==> src/rtl/multi_stream_pf_ctrl_if.sv <==
// Bus bundle for the stride prefetcher: observed AR request, prefetch issue and retire.
interface multi_stream_pf_ctrl_if #(
  parameter int unsigned ADDR_BITS       = 64,
  parameter int unsigned NUM_STREAMS     = 4,
  parameter int unsigned BURST_LEN_WIDTH = 8,
  parameter int unsigned TID_WIDTH       = 8
);
  localparam int unsigned SW = $clog2(NUM_STREAMS);

  logic                       s_ar_valid;
  logic                       s_ar_ready;
  logic [ADDR_BITS-1:0]       s_ar_addr;
  logic [BURST_LEN_WIDTH-1:0] s_ar_len;
  logic [TID_WIDTH-1:0]       s_ar_id;
  logic                       pf_valid;
  logic                       pf_ready;
  logic [ADDR_BITS-1:0]       pf_addr;
  logic [BURST_LEN_WIDTH-1:0] pf_len;
  logic [TID_WIDTH-1:0]       pf_id;
  logic [SW-1:0]              pf_stream;
  logic                       pf_done;
  logic [SW-1:0]              pf_done_stream;

  modport master (
    input  s_ar_valid, s_ar_ready, s_ar_addr, s_ar_len, s_ar_id,
    input  pf_ready, pf_done, pf_done_stream,
    output pf_valid, pf_addr, pf_len, pf_id, pf_stream
  );

  modport slave (
    output s_ar_valid, s_ar_ready, s_ar_addr, s_ar_len, s_ar_id,
    output pf_ready, pf_done, pf_done_stream,
    input  pf_valid, pf_addr, pf_len, pf_id, pf_stream
  );
endinterface

==> src/rtl/multi_stream_pf_ctrl.sv <==
// Multi-stream stride prefetcher: learns a per-ID stride from observed AR traffic and
// issues prefetches ahead of each confident stream through a round-robin arbiter.
module multi_stream_pf_ctrl #(
  parameter int unsigned ADDR_BITS       = 64,
  parameter int unsigned NUM_STREAMS     = 4,
  parameter int unsigned BURST_LEN_WIDTH = 8,
  parameter int unsigned TID_WIDTH       = 8,
  parameter int unsigned WIN_BITS        = 6,
  parameter int unsigned CONF_BITS       = 2,
  parameter int unsigned WATCHDOG_SIZE   = 10
) (
  input  logic                     clk,
  input  logic                     resetN,
  input  logic                     en,
  input  logic                     ctrl_flush,
  input  logic [ADDR_BITS-1:0]     bar,
  input  logic [ADDR_BITS-1:0]     limit,
  input  logic [WIN_BITS-1:0]      window_size,
  input  logic [CONF_BITS-1:0]     conf_thresh,
  input  logic [WATCHDOG_SIZE-1:0] watchdog_cnt,
  multi_stream_pf_ctrl_if.master   bus,
  output logic [NUM_STREAMS-1:0]   stream_flush,
  output logic [NUM_STREAMS-1:0]   stream_active,
  output logic                     alloc_fail
);
  localparam int unsigned SW = $clog2(NUM_STREAMS);

  typedef enum logic [1:0] {StIdle, StTrain, StActive, StDrain} st_e;

  st_e                        state_q     [NUM_STREAMS];
  st_e                        state_d     [NUM_STREAMS];
  logic [TID_WIDTH-1:0]       tid_q       [NUM_STREAMS];
  logic [TID_WIDTH-1:0]       tid_d       [NUM_STREAMS];
  logic [BURST_LEN_WIDTH-1:0] len_q       [NUM_STREAMS];
  logic [BURST_LEN_WIDTH-1:0] len_d       [NUM_STREAMS];
  logic [ADDR_BITS-1:0]       prev_addr_q [NUM_STREAMS];
  logic [ADDR_BITS-1:0]       prev_addr_d [NUM_STREAMS];
  logic [ADDR_BITS-1:0]       stride_q    [NUM_STREAMS];
  logic [ADDR_BITS-1:0]       stride_d    [NUM_STREAMS];
  logic [CONF_BITS-1:0]       conf_q      [NUM_STREAMS];
  logic [CONF_BITS-1:0]       conf_d      [NUM_STREAMS];
  logic [ADDR_BITS-1:0]       next_addr_q [NUM_STREAMS];
  logic [ADDR_BITS-1:0]       next_addr_d [NUM_STREAMS];
  logic [WIN_BITS-1:0]        outst_q     [NUM_STREAMS];
  logic [WIN_BITS-1:0]        outst_d     [NUM_STREAMS];
  logic [WATCHDOG_SIZE-1:0]   idle_q      [NUM_STREAMS];
  logic [WATCHDOG_SIZE-1:0]   idle_d      [NUM_STREAMS];

  logic                       pf_valid_q, pf_valid_d;
  logic [ADDR_BITS-1:0]       pf_addr_q, pf_addr_d;
  logic [BURST_LEN_WIDTH-1:0] pf_len_q, pf_len_d;
  logic [TID_WIDTH-1:0]       pf_id_q, pf_id_d;
  logic [SW-1:0]              pf_stream_q, pf_stream_d;
  logic [SW-1:0]              rr_ptr_q, rr_ptr_d;
  logic [NUM_STREAMS-1:0]     flush_q, flush_d;
  logic                       alloc_fail_q, alloc_fail_d;

  logic                   ar_hs, ar_in_range, pf_hs, any_idle, alloc_go;
  logic [NUM_STREAMS-1:0] hit, elig;
  logic [SW-1:0]          match_idx, alloc_idx;
  logic [ADDR_BITS-1:0]   delta, train_stride;
  logic [CONF_BITS-1:0]   train_conf;
  logic                   train_go;
  logic                   hi_found, lo_found;
  logic [SW-1:0]          hi_idx, lo_idx;

  function automatic logic in_range(input logic [ADDR_BITS-1:0] a, lo, hi);
    return (a >= lo) && (a <= hi);
  endfunction

  // Access classification: match, allocation target and the TRAIN stride/confidence update.
  always_comb begin
    ar_hs       = bus.s_ar_valid && bus.s_ar_ready;
    ar_in_range = in_range(bus.s_ar_addr, bar, limit);
    pf_hs       = pf_valid_q && bus.pf_ready;
    hit         = '0;
    match_idx   = '0;
    any_idle    = 1'b0;
    alloc_idx   = '0;
    for (int i = NUM_STREAMS - 1; i >= 0; i--) begin
      if (ar_hs && state_q[i] != StIdle && tid_q[i] == bus.s_ar_id) begin
        hit[i]    = 1'b1;
        match_idx = SW'(i);
      end
      if (state_q[i] == StIdle) begin
        any_idle  = 1'b1;
        alloc_idx = SW'(i);
      end
    end
    alloc_go     = ar_hs && ar_in_range && (hit == '0) && any_idle;
    alloc_fail_d = ar_hs && ar_in_range && (hit == '0) && !any_idle;
    delta        = bus.s_ar_addr - prev_addr_q[match_idx];
    if (delta == stride_q[match_idx] && delta != '0) begin
      train_stride = stride_q[match_idx];
      train_conf   = (conf_q[match_idx] == '1) ? conf_q[match_idx] : conf_q[match_idx] + 1'b1;
    end else begin
      train_stride = delta;
      train_conf   = '0;
    end
    train_go = (train_conf >= conf_thresh) && (train_stride != '0);
  end

  always_comb begin
    flush_d = '0;
    for (int i = 0; i < NUM_STREAMS; i++) begin
      state_d[i]     = state_q[i];
      tid_d[i]       = tid_q[i];
      len_d[i]       = len_q[i];
      prev_addr_d[i] = prev_addr_q[i];
      stride_d[i]    = stride_q[i];
      conf_d[i]      = conf_q[i];
      next_addr_d[i] = next_addr_q[i];
      outst_d[i]     = outst_q[i];
      idle_d[i]      = idle_q[i];

      if (alloc_go && alloc_idx == SW'(i)) begin
        state_d[i]     = StTrain;
        tid_d[i]       = bus.s_ar_id;
        len_d[i]       = bus.s_ar_len;
        prev_addr_d[i] = bus.s_ar_addr;
        stride_d[i]    = '0;
        conf_d[i]      = '0;
      end else if (hit[i]) begin
        case (state_q[i])
          StTrain: begin
            prev_addr_d[i] = bus.s_ar_addr;
            stride_d[i]    = train_stride;
            conf_d[i]      = train_conf;
            if (train_go) begin
              state_d[i]     = StActive;
              next_addr_d[i] = bus.s_ar_addr + train_stride;
            end
          end
          StActive: begin
            if (!ar_in_range || bus.s_ar_len != len_q[i]) state_d[i] = StDrain;
            else if (delta == stride_q[i])                 prev_addr_d[i] = bus.s_ar_addr;
            else if (delta != '0)                          state_d[i] = StDrain;
          end
          default: ;
        endcase
      end else if (watchdog_cnt != '0 && idle_q[i] == watchdog_cnt) begin
        if (state_q[i] == StTrain)  state_d[i] = StIdle;
        if (state_q[i] == StActive) state_d[i] = StDrain;
      end

      if (ctrl_flush) begin
        if (state_q[i] == StTrain)  state_d[i] = StIdle;
        if (state_q[i] == StActive) state_d[i] = StDrain;
      end

      // Simultaneous issue and retire on one stream cancel out.
      if (pf_hs && pf_stream_q == SW'(i)) begin
        next_addr_d[i] = next_addr_q[i] + stride_q[i];
        if (!(bus.pf_done && bus.pf_done_stream == SW'(i))) outst_d[i] = outst_q[i] + 1'b1;
      end else if (bus.pf_done && bus.pf_done_stream == SW'(i) && outst_q[i] != '0) begin
        outst_d[i] = outst_q[i] - 1'b1;
      end

      if (state_q[i] == StDrain && outst_d[i] == '0 &&
          !(pf_valid_q && pf_stream_q == SW'(i))) begin
        state_d[i] = StIdle;
        flush_d[i] = 1'b1;
      end

      if (state_d[i] == StIdle || hit[i] || state_d[i] != state_q[i]) idle_d[i] = '0;
      else if (idle_q[i] != '1)                                        idle_d[i] = idle_q[i] + 1'b1;
    end
  end

  // Round-robin: lowest eligible index above the last grant, else lowest eligible overall.
  always_comb begin
    hi_found = 1'b0;
    lo_found = 1'b0;
    hi_idx   = '0;
    lo_idx   = '0;
    for (int i = NUM_STREAMS - 1; i >= 0; i--) begin
      elig[i] = state_q[i] == StActive && outst_q[i] < window_size && outst_q[i] != '1 &&
                in_range(next_addr_q[i], bar, limit);
      if (elig[i] && SW'(i) > rr_ptr_q) begin
        hi_found = 1'b1;
        hi_idx   = SW'(i);
      end
      if (elig[i]) begin
        lo_found = 1'b1;
        lo_idx   = SW'(i);
      end
    end
  end

  always_comb begin
    pf_valid_d  = pf_valid_q;
    pf_addr_d   = pf_addr_q;
    pf_len_d    = pf_len_q;
    pf_id_d     = pf_id_q;
    pf_stream_d = pf_stream_q;
    rr_ptr_d    = rr_ptr_q;
    if (pf_hs) begin
      pf_valid_d = 1'b0;
    end else if (!pf_valid_q && lo_found) begin
      pf_valid_d  = 1'b1;
      pf_stream_d = hi_found ? hi_idx : lo_idx;
      pf_addr_d   = next_addr_q[pf_stream_d];
      pf_len_d    = len_q[pf_stream_d];
      pf_id_d     = tid_q[pf_stream_d];
      rr_ptr_d    = pf_stream_d;
    end
    for (int i = 0; i < NUM_STREAMS; i++) stream_active[i] = state_q[i] == StActive;
  end

  always_ff @(posedge clk or negedge resetN) begin
    if (!resetN) begin
      for (int i = 0; i < NUM_STREAMS; i++) begin
        state_q[i]     <= StIdle;
        tid_q[i]       <= '0;
        len_q[i]       <= '0;
        prev_addr_q[i] <= '0;
        stride_q[i]    <= '0;
        conf_q[i]      <= '0;
        next_addr_q[i] <= '0;
        outst_q[i]     <= '0;
        idle_q[i]      <= '0;
      end
      pf_valid_q   <= 1'b0;
      pf_addr_q    <= '0;
      pf_len_q     <= '0;
      pf_id_q      <= '0;
      pf_stream_q  <= '0;
      rr_ptr_q     <= '0;
      flush_q      <= '0;
      alloc_fail_q <= 1'b0;
    end else if (en) begin
      for (int i = 0; i < NUM_STREAMS; i++) begin
        state_q[i]     <= state_d[i];
        tid_q[i]       <= tid_d[i];
        len_q[i]       <= len_d[i];
        prev_addr_q[i] <= prev_addr_d[i];
        stride_q[i]    <= stride_d[i];
        conf_q[i]      <= conf_d[i];
        next_addr_q[i] <= next_addr_d[i];
        outst_q[i]     <= outst_d[i];
        idle_q[i]      <= idle_d[i];
      end
      pf_valid_q   <= pf_valid_d;
      pf_addr_q    <= pf_addr_d;
      pf_len_q     <= pf_len_d;
      pf_id_q      <= pf_id_d;
      pf_stream_q  <= pf_stream_d;
      rr_ptr_q     <= rr_ptr_d;
      flush_q      <= flush_d;
      alloc_fail_q <= alloc_fail_d;
    end else begin
      // Pulses must not stretch while frozen.
      flush_q      <= '0;
      alloc_fail_q <= 1'b0;
    end
  end

  assign bus.pf_valid  = pf_valid_q;
  assign bus.pf_addr   = pf_addr_q;
  assign bus.pf_len    = pf_len_q;
  assign bus.pf_id     = pf_id_q;
  assign bus.pf_stream = pf_stream_q;
  assign stream_flush  = flush_q;
  assign alloc_fail    = alloc_fail_q;
endmodule

==> src/flat_wrapper.sv <==
// flat-port wrapper written by rule: the top's interface ports become plain ports
module multi_stream_pf_ctrl_flat 
#(
  parameter int unsigned ADDR_BITS       = 64,
  parameter int unsigned NUM_STREAMS     = 4,
  parameter int unsigned BURST_LEN_WIDTH = 8,
  parameter int unsigned TID_WIDTH       = 8,
  parameter int unsigned WIN_BITS        = 6,
  parameter int unsigned CONF_BITS       = 2,
  parameter int unsigned WATCHDOG_SIZE   = 10
)
  (clk, resetN, en, ctrl_flush, bar, limit, window_size, conf_thresh, watchdog_cnt, stream_flush, stream_active, alloc_fail, bus_s_ar_valid, bus_s_ar_ready, bus_s_ar_addr, bus_s_ar_len, bus_s_ar_id, bus_pf_ready, bus_pf_done, bus_pf_done_stream, bus_pf_valid, bus_pf_addr, bus_pf_len, bus_pf_id, bus_pf_stream);
  multi_stream_pf_ctrl_if #(.ADDR_BITS(ADDR_BITS), .NUM_STREAMS(NUM_STREAMS), .BURST_LEN_WIDTH(BURST_LEN_WIDTH), .TID_WIDTH(TID_WIDTH)) bus_i ();
  input  logic clk;
  input  logic resetN;
  input  logic en;
  input  logic ctrl_flush;
  input  logic [ADDR_BITS-1:0] bar;
  input  logic [ADDR_BITS-1:0] limit;
  input  logic [WIN_BITS-1:0] window_size;
  input  logic [CONF_BITS-1:0] conf_thresh;
  input  logic [WATCHDOG_SIZE-1:0] watchdog_cnt;
  output logic [NUM_STREAMS-1:0] stream_flush;
  output logic [NUM_STREAMS-1:0] stream_active;
  output logic alloc_fail;
  input wire logic [$bits(bus_i.s_ar_valid)-1:0] bus_s_ar_valid;
  input wire logic [$bits(bus_i.s_ar_ready)-1:0] bus_s_ar_ready;
  input wire logic [$bits(bus_i.s_ar_addr)-1:0] bus_s_ar_addr;
  input wire logic [$bits(bus_i.s_ar_len)-1:0] bus_s_ar_len;
  input wire logic [$bits(bus_i.s_ar_id)-1:0] bus_s_ar_id;
  input wire logic [$bits(bus_i.pf_ready)-1:0] bus_pf_ready;
  input wire logic [$bits(bus_i.pf_done)-1:0] bus_pf_done;
  input wire logic [$bits(bus_i.pf_done_stream)-1:0] bus_pf_done_stream;
  output wire logic [$bits(bus_i.pf_valid)-1:0] bus_pf_valid;
  output wire logic [$bits(bus_i.pf_addr)-1:0] bus_pf_addr;
  output wire logic [$bits(bus_i.pf_len)-1:0] bus_pf_len;
  output wire logic [$bits(bus_i.pf_id)-1:0] bus_pf_id;
  output wire logic [$bits(bus_i.pf_stream)-1:0] bus_pf_stream;
  assign bus_i.s_ar_valid = bus_s_ar_valid;
  assign bus_i.s_ar_ready = bus_s_ar_ready;
  assign bus_i.s_ar_addr = bus_s_ar_addr;
  assign bus_i.s_ar_len = bus_s_ar_len;
  assign bus_i.s_ar_id = bus_s_ar_id;
  assign bus_i.pf_ready = bus_pf_ready;
  assign bus_i.pf_done = bus_pf_done;
  assign bus_i.pf_done_stream = bus_pf_done_stream;
  assign bus_pf_valid = bus_i.pf_valid;
  assign bus_pf_addr = bus_i.pf_addr;
  assign bus_pf_len = bus_i.pf_len;
  assign bus_pf_id = bus_i.pf_id;
  assign bus_pf_stream = bus_i.pf_stream;
  multi_stream_pf_ctrl #(.ADDR_BITS(ADDR_BITS), .NUM_STREAMS(NUM_STREAMS), .BURST_LEN_WIDTH(BURST_LEN_WIDTH), .TID_WIDTH(TID_WIDTH), .WIN_BITS(WIN_BITS), .CONF_BITS(CONF_BITS), .WATCHDOG_SIZE(WATCHDOG_SIZE)) u_core (.clk(clk), .resetN(resetN), .en(en), .ctrl_flush(ctrl_flush), .bar(bar), .limit(limit), .window_size(window_size), .conf_thresh(conf_thresh), .watchdog_cnt(watchdog_cnt), .bus(bus_i), .stream_flush(stream_flush), .stream_active(stream_active), .alloc_fail(alloc_fail));
endmodule
==> config.mk <==
export PLATFORM = sky130hd
export DESIGN_NAME = multi_stream_pf_ctrl_flat
export DESIGN_NICKNAME = d
export VERILOG_FILES = /design/src/rtl/multi_stream_pf_ctrl_if.sv /design/src/rtl/multi_stream_pf_ctrl.sv /design/src/flat_wrapper.sv
export SDC_FILE = /design/constraint.sdc
export NUM_CORES = 2
export LEC_CHECK = 0
export ABC_AREA = 1
export CAP_MARGIN = 30
export CORE_UTILIZATION = 35
export DETAILED_ROUTE_END_ITERATION = 10
export PLACE_DENSITY = 0.53
export SKIP_LAST_GASP = 1
export SLEW_MARGIN = 15
export SYNTH_ARGS = -nofsm -noshare
export SYNTH_HDL_FRONTEND = slang
export SYNTH_SLANG_ARGS = --single-unit
==> constraint.sdc <==
create_clock -name clk -period 9.45 [get_ports clk]
set_clock_uncertainty 0.15 [all_clocks]
set_input_delay 1.4175 -clock clk [delete_from_list [all_inputs] [get_ports clk]]
set_output_delay 1.4175 -clock clk [all_outputs]
set_load 0.02 [all_outputs]
==> results.json <==
{
  "outcome": "completed",
  "rows": 190,
  "io_pins": 328,
  "met3_usage": 0.0604,
  "path_clk_slew_ns": 0.06,
  "use_met2": 0.540,
  "critical_path_class": "in2reg",
  "clk_path_buf_depth": 3,
  "ys_seq_elements": 1000,
  "start_util": 0.352,
  "clk_latency_ns": 0.86,
  "synthesis.area_mm2": 0.0945,
  "hold_class": "reg2reg",
  "grt_pass1_wl_um": 694000,
  "period_minus_slack_ns": 9.09,
  "total_power_w": 0.0414,
  "grt_max_degree": 161,
  "critPathLaunchType": "primary input",
  "drtPass1Iterations": 7,
  "max_stage_delay_ns": 0.52,
  "p_leak_nw": 55.6,
  "wl_per_cell_um": 27.1,
  "cts.sinks": 1000,
  "cts_root_buf": "clkbuf_16",
  "slew_headroom": 0.282,
  "drive_gt1_frac": 0.120,
  "timing.final.ws_setup_ns": 0.364,
  "fin_util": 0.423,
  "hold_viol": 0,
  "die_w_um": 521,
  "place_ws_ns": -1.21,
  "setup_viol": 0,
  "ys_warn_count": 0,
  "fin_crit_sh": 0.961,
  "drt-initial-drc-count": 10400,
  "die_y_um": 521,
  "tightest_slew_ns": 1.08,
  "synth_nets": 15000,
  "antenna_found_initial": 22,
  "grt-ovfl-total": 0,
  "cts_inserted_buffers": 137,
  "crit_slowest_cell": "clkdlybuf4s50_1",
  "area_growth_pct": 20.1,
  "place_congestion": 1.05,
  "layout.nets": 15900,
  "fp.coreArea_mm2": 0.268,
  "drv_slew": 0,
  "grtUsageTotal": 0.355,
  "routed_wl_um": 495000,
  "htree_num_levels": 4,
  "critical_path_arrival_ns": 9.65,
  "cpMostUsedCell": "nand2_1",
  "ant_nets": 0,
  "synth_cell_type_count": 80,
  "peakVddDrop_mv": 0.221,
  "cts_tree": "built",
  "vias_per_cell": 5.56,
  "cap_viol_max_count": 0,
  "die_area_mm2": 0.272,
  "synth_top_flop_cell": "dfrtp_1",
  "cp.required_ns": 10.01,
  "path_max_fanout": 33,
  "fmax_mhz": 110,
  "synth-async-reset-ratio": 1.00,
  "setup_tns_ns": 0,
  "place_area_mm2": 0.108,
  "final_area_mm2": 0.113,
  "met1_usage": 0.450,
  "busiest_layer": "met2",
  "final_common_cell": "nand2_1",
  "final_cell_mix": "nand2_1, inv_1, ha_1, a21oi_1, dfrtp_1",
  "seq_area_frac_synth": 0.265,
  "crit_path_end_kind": "flip-flop",
  "hold_buffers": 0,
  "dp_hpwl_um": 409000,
  "drc": 0,
  "syn_inst": 13600,
  "p_per_area_mw_per_mm2": 365,
  "grt_pass1_vias": 94300,
  "synth_edf_count": 0,
  "portBuffers": 327,
  "vias": 101000,
  "avgSynthCellArea_um2": 6.93
}
-- worst max-delay path, delay by kind of cell --
kind	cells	cell delay, ns
buf+inv	17	2.93
simple gates	23	3.23
compound gates	6	1.02
fa+ha+maj	2	0.63
xor+xnor	1	0.37
-- cells in the mapped netlist, types with 12 or more instances --
| library cell | number | area [um2] |
|---|---|---|
| nand2_1 | 3270 | 12300 |
| inv_1 | 1675 | 6290 |
| ha_1 | 1077 | 13500 |
| a21oi_1 | 1040 | 5200 |
| dfrtp_1 | 1000 | 25000 |
| o21ai_0 | 943 | 4720 |
| nor2_1 | 910 | 3420 |
| nand3_1 | 892 | 4460 |
| clkbuf_1 | 270 | 1010 |
| o22ai_1 | 267 | 1670 |
| xor2_1 | 265 | 2320 |
| mux2_2 | 217 | 2440 |
| nand4_1 | 207 | 1290 |
| a31oi_1 | 174 | 1090 |
| nor3_1 | 174 | 871 |
| or2_2 | 102 | 638 |
| xnor2_1 | 88 | 771 |
| buf_2 | 77 | 385 |
| inv_2 | 70 | 263 |
| o211ai_1 | 70 | 526 |
| nor4_1 | 67 | 419 |
| a211oi_1 | 63 | 473 |
| buf_1 | 61 | 229 |
| nand3b_1 | 58 | 435 |
| o21ai_1 | 57 | 285 |
| o21a_1 | 52 | 390 |
| o221ai_1 | 47 | 412 |
| a22oi_1 | 43 | 323 |
| nand2_2 | 42 | 263 |
| a32o_1 | 33 | 330 |
| o21bai_1 | 27 | 203 |
| buf_4 | 24 | 180 |
| a21boi_0 | 22 | 165 |
| a21o_1 | 22 | 165 |
| o2111ai_1 | 20 | 175 |
| nor2_2 | 17 | 106 |
| a21boi_1 | 12 | 90.1 |
| a221oi_1 | 12 | 105 |
-- path summary, 6_finish.rpt --
path | from | end | slack (ns) | cells after the start
setup / recovery | bus_s_ar_id[1] | u_core.next_addr_q[119] | 0.36 | 49
hold / removal | u_core.bus.pf_id[4] | u_core.bus.pf_id[4] | 0.33 | 2
setup reg to reg | u_core.state_q[0] | u_core.next_addr_q[119] | 0.53 | 55
hold reg to reg | u_core.bus.pf_id[4] | u_core.bus.pf_id[4] | 0.33 | 2
max in group asynchronous | resetN | u_core.prev_addr_q[26] | 6.50 | 3
min in group asynchronous | resetN | u_core.outst_q[8] | 0.40 | 1
-- cells by family after synthesis --
family          after synthesis  share of synthesized area
simple gates               5812                      0.263
buf+inv                    2195                     0.0897
compound gates             2974                      0.180
mux                         218                     0.0260
flops                      1000                      0.265
fa+ha+maj                  1083                      0.144
xor+xnor                    354                     0.0330
-- cell type report --
cell class | count | area (um2)
diodes | 14 | 35.0
clock buffers | 184 | 3870
clock inverters | 67 | 957
fillers | 28300 | 155000
inverters | 1758 | 6610
multi-input cells | 10400 | 61500
flip-flops and latches | 1000 | 25000
well taps | 3552 | 4440
repair buffers | 1237 | 10900
-- flip-flops by register name, summed over array words and instances (netlist names) --
signal               cells
u_core.next_addr_q     256
u_core.prev_addr_q     256
u_core.stride_q        256
u_core.bus.pf_addr      64
u_core.idle_q           40
u_core.len_q            32
u_core.tid_q            32
u_core.outst_q          24
u_core.bus.pf_id         8
u_core.bus.pf_len        8
u_core.conf_q            8
u_core.state_q           8
u_core.stream_flush      4
u_core.rr_ptr_q          2
u_core.alloc_fail        1
u_core.bus.pf_valid      1
-- where the power goes --
| group | leakage [nW] | switching (W) | internal [W] | total, W |
|---|---|---|---|---|
| Clock | 2.37 | 0.00236 | 0.00339 | 0.00575 |
| Sequential | 11.5 | 0.00212 | 0.00555 | 0.00767 |
| Combinational | 41.7 | 0.0182 | 0.00976 | 0.0279 |
-- metal layers --
metal	vias up	routed length [um]
met4	8	44900
li1	48200	-
met1	48000	203000
met5	-	46
met2	4198	210000
met3	951	36300
-- stage by stage --
| step | cells | hold slack [ns] |
|---|---|---|
| after floorplan | 13600 | 0.299 |
| after CTS | 18200 | 0.334 |
| final | 18300 | 0.330 |
| after detailed placement | 18000 | 0.317 |
| after global placement | 18000 | 0.315 |
| after global routing | 18200 | 0.346 |
-- timing repair --
item,4_1_cts,5_1_grt
gates resized for setup,3,105
gates cloned,0,2
pin swaps,0,8
setup endpoints to repair,292,304
buffers inserted,0,1
Note: power is estimated with default switching activity, not from simulation.
